===== config.mk =====
export PLATFORM = sky130hd
export DESIGN_NAME = port_frame_rx
export DESIGN_NICKNAME = d
export VERILOG_FILES = /design/src/rtl/port_frame_rx.sv
export SDC_FILE = /design/constraint.sdc
export NUM_CORES = 1
export LEC_CHECK = 0
export CAP_MARGIN = 20
export CORE_ASPECT_RATIO = 0.7
export CORE_UTILIZATION = 58
export CTS_CLUSTER_DIAMETER = 30
export CTS_CLUSTER_SIZE = 25
export DETAILED_ROUTE_END_ITERATION = 8
export GPL_ROUTABILITY_DRIVEN = 0
export PLACE_DENSITY = 0.79
export SLEW_MARGIN = 20
export SYNTH_ARGS = -nofsm -noshare
export SYNTH_HDL_FRONTEND = slang
export SYNTH_SLANG_ARGS = --single-unit

===== constraint.sdc =====
create_clock -name fastClk -period 3.24 [get_ports fastClk]
set_clock_uncertainty 0.2 [all_clocks]
set_input_delay 0.324 -clock fastClk [delete_from_list [all_inputs] [get_ports fastClk]]
set_output_delay 0.324 -clock fastClk [all_outputs]
set_load 0.01 [all_outputs]

===== src/rtl/port_frame_rx.sv =====
// port_frame_rx: receives framed serial words, checks even parity, buffers good
// words in a first-word-fall-through FIFO and counts accepted frames.
module port_frame_rx #(
  parameter int WORD_W     = 23,
  parameter int FIFO_DEPTH = 4
) (
  input  logic                          fastClk,
  input  logic                          rst,
  input  logic                          portBus,
  input  logic                          dataBus,
  input  logic                          bitEn,
  input  logic                          rdEn,
  output logic [WORD_W-1:0]             rdData,
  output logic                          empty,
  output logic                          full,
  output logic [$clog2(FIFO_DEPTH):0]   count,
  output logic                          arag,
  output logic                          parityErr,
  output logic                          frameErr,
  output logic                          overflow,
  output logic [15:0]                   cycle
);

  localparam int PTR_W = $clog2(FIFO_DEPTH);
  localparam int CNT_W = PTR_W + 1;
  localparam int BIT_W = $clog2(WORD_W);
  localparam logic [BIT_W-1:0] LAST_BIT  = BIT_W'(WORD_W - 1);
  localparam logic [CNT_W-1:0] DEPTH_CNT = CNT_W'(FIFO_DEPTH);

  typedef enum logic [2:0] {IDLE, DATA, PARITY, STOP, WAIT} rxStateT;

  rxStateT            stateReg, stateNext;
  logic [WORD_W-1:0]  shregReg, shregNext;
  logic [BIT_W-1:0]   bitCntReg, bitCntNext;
  logic               parOkReg, parOkNext;
  logic               portBusDlyReg;

  // Frame outcome decisions, valid for one cycle
  logic               goodFrame;
  logic               badParity;
  logic               frameFail;

  // FIFO storage and bookkeeping
  logic [WORD_W-1:0]  memReg [FIFO_DEPTH];
  logic [PTR_W-1:0]   wrPtrReg, rdPtrReg, rdPtrInc;
  logic [CNT_W-1:0]   countReg;
  logic [WORD_W-1:0]  rdDataReg, rdDataNext;
  logic [FIFO_DEPTH-1:0] wrSel;
  logic               pushEn, popEn;

  // Pulse outputs and frame counter
  logic               aragReg, parityErrReg, frameErrReg, overflowReg;
  logic [15:0]        cycleReg;

  assign full     = (countReg == DEPTH_CNT);
  assign empty    = (countReg == '0);
  assign count    = countReg;
  assign rdData   = rdDataReg;
  assign arag     = aragReg;
  assign parityErr = parityErrReg;
  assign frameErr = frameErrReg;
  assign overflow = overflowReg;
  assign cycle    = cycleReg;

  // Push uses full as registered at the start of the cycle; a same-cycle pop does not make room
  assign pushEn   = goodFrame & ~full;
  assign popEn    = rdEn & ~empty;
  assign rdPtrInc = rdPtrReg + PTR_W'(1);

  // Receiver state, shift register and portBus edge-detect registers
  always_ff @(posedge fastClk) begin
    if (rst) begin
      stateReg      <= IDLE;
      shregReg      <= '0;
      bitCntReg     <= '0;
      parOkReg      <= 1'b0;
      portBusDlyReg <= 1'b1;  // a portBus held high through reset is not a frame start
    end else begin
      stateReg      <= stateNext;
      shregReg      <= shregNext;
      bitCntReg     <= bitCntNext;
      parOkReg      <= parOkNext;
      portBusDlyReg <= portBus;
    end
  end

  // Next-state logic and frame outcome decisions
  always_comb begin
    stateNext  = stateReg;
    shregNext  = shregReg;
    bitCntNext = bitCntReg;
    parOkNext  = parOkReg;
    goodFrame  = 1'b0;
    badParity  = 1'b0;
    frameFail  = 1'b0;
    case (stateReg)
      IDLE: begin
        if (portBus && !portBusDlyReg) begin
          stateNext  = DATA;
          bitCntNext = '0;
        end
      end
      DATA: begin
        if (!portBus) begin
          frameFail = 1'b1;
          stateNext = IDLE;
        end else if (bitEn) begin
          shregNext  = {shregReg[WORD_W-2:0], dataBus};
          bitCntNext = bitCntReg + BIT_W'(1);
          if (bitCntReg == LAST_BIT) stateNext = PARITY;
        end
      end
      PARITY: begin
        if (!portBus) begin
          frameFail = 1'b1;
          stateNext = IDLE;
        end else if (bitEn) begin
          parOkNext = ~(^shregReg ^ dataBus);
          stateNext = STOP;
        end
      end
      STOP: begin
        if (!portBus) begin
          if (parOkReg) goodFrame = 1'b1;
          else          badParity = 1'b1;
          stateNext = IDLE;
        end else if (bitEn) begin
          frameFail = 1'b1;  // bit strobe after the parity bit: frame too long
          stateNext = WAIT;
        end
      end
      WAIT: begin
        if (!portBus) stateNext = IDLE;
      end
      default: stateNext = IDLE;
    endcase
  end

  // One-hot write select per FIFO entry
  generate
    for (genvar gi = 0; gi < FIFO_DEPTH; gi++) begin : gWrSel
      assign wrSel[gi] = pushEn && (wrPtrReg == PTR_W'(gi));
    end
  endgenerate

  // FIFO storage writes; contents need no reset since occupancy gates reads
  always_ff @(posedge fastClk) begin
    for (int i = 0; i < FIFO_DEPTH; i++) begin
      if (wrSel[i]) memReg[i] <= shregReg;
    end
  end

  // Head-of-FIFO register: next head after a pop, or the pushed word when it becomes head
  always_comb begin
    rdDataNext = rdDataReg;
    if (popEn && (countReg > CNT_W'(1))) begin
      rdDataNext = memReg[rdPtrInc];
    end else if (pushEn && (empty || popEn)) begin
      rdDataNext = shregReg;
    end
  end

  // FIFO pointers, occupancy and head register
  always_ff @(posedge fastClk) begin
    if (rst) begin
      wrPtrReg  <= '0;
      rdPtrReg  <= '0;
      countReg  <= '0;
      rdDataReg <= '0;
    end else begin
      rdDataReg <= rdDataNext;
      if (pushEn) wrPtrReg <= wrPtrReg + PTR_W'(1);
      if (popEn)  rdPtrReg <= rdPtrInc;
      if (pushEn && !popEn)      countReg <= countReg + CNT_W'(1);
      else if (!pushEn && popEn) countReg <= countReg - CNT_W'(1);
    end
  end

  // Registered status pulses and accepted-frame counter
  always_ff @(posedge fastClk) begin
    if (rst) begin
      aragReg      <= 1'b0;
      parityErrReg <= 1'b0;
      frameErrReg  <= 1'b0;
      overflowReg  <= 1'b0;
      cycleReg     <= '0;
    end else begin
      aragReg      <= pushEn;
      parityErrReg <= badParity;
      frameErrReg  <= frameFail;
      overflowReg  <= goodFrame & full;
      if (pushEn) cycleReg <= cycleReg + 16'd1;
    end
  end

endmodule


==> metrics <==
overall overflow remaining after global route=0; synthesized flop and latch total=175; launching point of the worst reg2reg path=count[0]; Setup violations, final=0; Post-Syn Nets=587; cell area power density=512 nW/um^2; share of layout cells above drive strength 1=15.2%; cell breakdown of the critical path=inv_1, ha_1, and2_1, nor3_4, o21ai_2, nand2_2, buf_4, nor2_1, a311oi_2; final critical-path share of the clock period=87.8%; final core utilization=71.0%; RSZ-0062 raised after global routing=false; Max Cap Viol=0; least setup slack across all paths after layout=0.395 ns; cell depth of the worst flop-to-flop path=9; depth of the CTS H-tree=4; CORE AREA=11900 um^2; Vias per Instance=5.71; reported leakage power=2.87 nW; required time of the critical path=3.37 ns; Max stage delay cell, worst path=nor3_4; async set-reset flop share out of synthesis=0%; Inserted Diodes=0; Post-Place Setup Slack=0.370 ns; overall die width=135 um; overall routing resource usage=24.7%; worst hold-check path type=in2reg; total design power=4.32 mW; WHS Endpoint=cycle[6]; Synth warnings=0; total of buffers placed on input and output ports=53; Most used DFF post-synth=edfxtp_1; number of global-route vias before repair=4363; crit path DAT=2.98 ns; clock sink count=175; total via count after detailed routing=4542; top cell type's share of synthesized area=38.4%; library cell with the highest instance count after synthesis=nand2_1; Hold Path Cell Cnt=2; post-CTS clock slew at the launch and capture registers of the worst setup and hold paths=0.07 ns; average wire per cell in the routed design=18.6 um; fin. max-slew vios=0; area overhead of the layout relative to synthesis=17.2%; number of different library cells in the post-synthesis netlist=39; Remaining DRCs=0; run status=finished clean; setup bufs post-CTS=0; number of enable flip-flop cells after synthesis=92; maximum number of pins on one net before global-route repair=41; top cell type by total area after synthesis=edfxtp_1; site row count=33; Area contributors post-synth=edfxtp_1, dfxtp_1, mux4_2; endpoint class of the critical path=flip-flop; CTS Root Cell=clkbuf_16; post-synthesis area per instance=12.6 um^2; total count of hold-check failures in the final report=0; startpoint of the tightest hold check path=rst; Routed WL=14.8 mm; transition time at the pin with the least slew margin=0.873 ns; most common library cells after synthesis=nand2_1, edfxtp_1, dfxtp_1; global-route wire length before repair=23.2 mm; Top Ports=54; largest vdd supply drop=0.000582 V; post-synthesis instance area=7200 um^2; critical path class=reg2reg; Min Clock Period, post-route=2.85 ns; die footprint=12900 um^2; insertion delay of the later-clocked pin in the worst-skew pair=0.42 ns; headroom to the max-slew limit=41.8%; setup tns final=0 ns; number of buffers between clock root and the deepest sink=2; sum of net half-perimeters after detailed placement=8.79 mm; starting density of the core=60.6%; delay of the slowest critical-path stage=0.52 ns; clock tree from TritonCTS=done; slack of the worst reg-to-reg path=0.39 ns; fill count=811; Post-CTS Resized=0; Reg-to-Reg End=rdData[12]; Die Ht=95.2 um; initial antenna violation count=0; total CTS buffers=17; Starting DRT DRC Count=380; Cell Count Post-Placement=763; post-detailed-route count of antenna-violating nets=0; maximum fanout along the worst path=20; number of nets in the layout=642; maximum operating frequency=351 MHz; post-cts hold buffer count=0; type of origin of the critical path=flip-flop; sequential share of the synthesized area=61.4%; DR pass1 iterations=5; count of placed standard cells in the final layout, fillers left out=795; Synth Instances=570
==> per-stage QoR <==
stage	instance area [um^2]	hold slack, ns
final	8440	0.292
after detailed placement	7870	0.280
after floorplan	7200	0.237
after global routing	8440	0.310
after global placement	7870	0.261
after CTS	8440	0.289
==> metal layers <==
layer  vias to the layer above  GRT usage (%)  share of wire, %
met5                         -              0                 0
met1                      2247           34.4                46
met3                        17           5.79               5.8
li1                       2145              -                 -
met4                         0           8.43               1.1
met2                       133           38.3                47
==> cells by family after synthesis <==
kind of cell / Yosys count / share of synthesized area [%]
adder cells (fa/ha/maj): 11 / 1.91
AND/OR/NAND/NOR: 207 / 12.6
buffers and inverters: 40 / 2.80
flip-flops: 175 / 61.4
multiplexers: 30 / 8.17
XOR/XNOR: 45 / 5.66
AO/OA/AOI/OAI: 62 / 7.40
==> cells in the final DEF, fill, tap and decap left out, types with 4 or more instances in the layout <==
master,count
a211oi_1,4
a21oi_1,32
a311oi_2,20
and2_1,5
buf_4,14
clkbuf_16,19
clkdlybuf4s50_1,52
clkinv_4,4
dfxtp_1,83
edfxtp_1,92
ha_1,11
inv_1,9
inv_6,4
mux2i_1,7
mux4_2,23
nand2_1,97
nand3_1,6
nand4_1,8
nor2_1,65
nor3_1,7
xnor2_1,22
xor2_1,22
==> critical path: cells and delay by family, from the launching register on <==
| kind | cells | cell delay, ns |
|---|---|---|
| AO/OA/AOI/OAI | 2 | 0.46 |
| adder cells (fa/ha/maj) | 1 | 0.26 |
| buffers and inverters | 2 | 0.39 |
| flip-flops | 1 | 0.40 |
| AND/OR/NAND/NOR | 4 | 1.03 |
==> report_power, final <==
| group | total (mW) | leakage (nW) | switching (mW) | internal (mW) |
|---|---|---|---|---|
| Clock | 1.96 | 0.281 | 0.879 | 1.08 |
| Combinational | 0.0471 | 0.943 | 0.0336 | 0.0135 |
| Sequential | 2.31 | 1.64 | 0.00227 | 2.31 |
| Total | 4.32 | 2.87 | 0.915 | 3.41 |
==> sequential cells by signal, summed over array words and instances, names as in the netlist, 2 cells and up <==
signal / count
shregReg: 23
rdPtrReg: 2
rdData: 23
stateReg: 3
count: 3
cycle: 16
memReg: 92
wrPtrReg: 2
bitCntReg: 5
==> layout make-up <==
class / instances / area (um^2) / area share [%]
Inverter: 9 / 33.8 / 0.400
Sequential cell: 175 / 4420 / 52.4
Timing Repair Buffer: 67 / 631 / 7.47
Multi-Input combinational cell: 355 / 2580 / 30.6
Tap cell: 157 / 196 / 2.33
Clock buffer: 19 / 475 / 5.63
Clock inverter: 13 / 101 / 1.20
==> how the worst max path moves through the flow <==
stage                         from  cells after the start  slack, ns            to
after detailed placement   portBus                      8       0.37    rdData[12]
after CTS                 count[0]                      9       0.42     rdData[3]
after global placement     portBus                      8       0.49    rdData[12]
final                     count[0]                      9       0.39    rdData[12]
after global routing      count[1]                      9       0.17     rdData[3]
after floorplan           count[0]                      7       0.57  memReg[0][0]
Power figures use the tool's default switching activity.
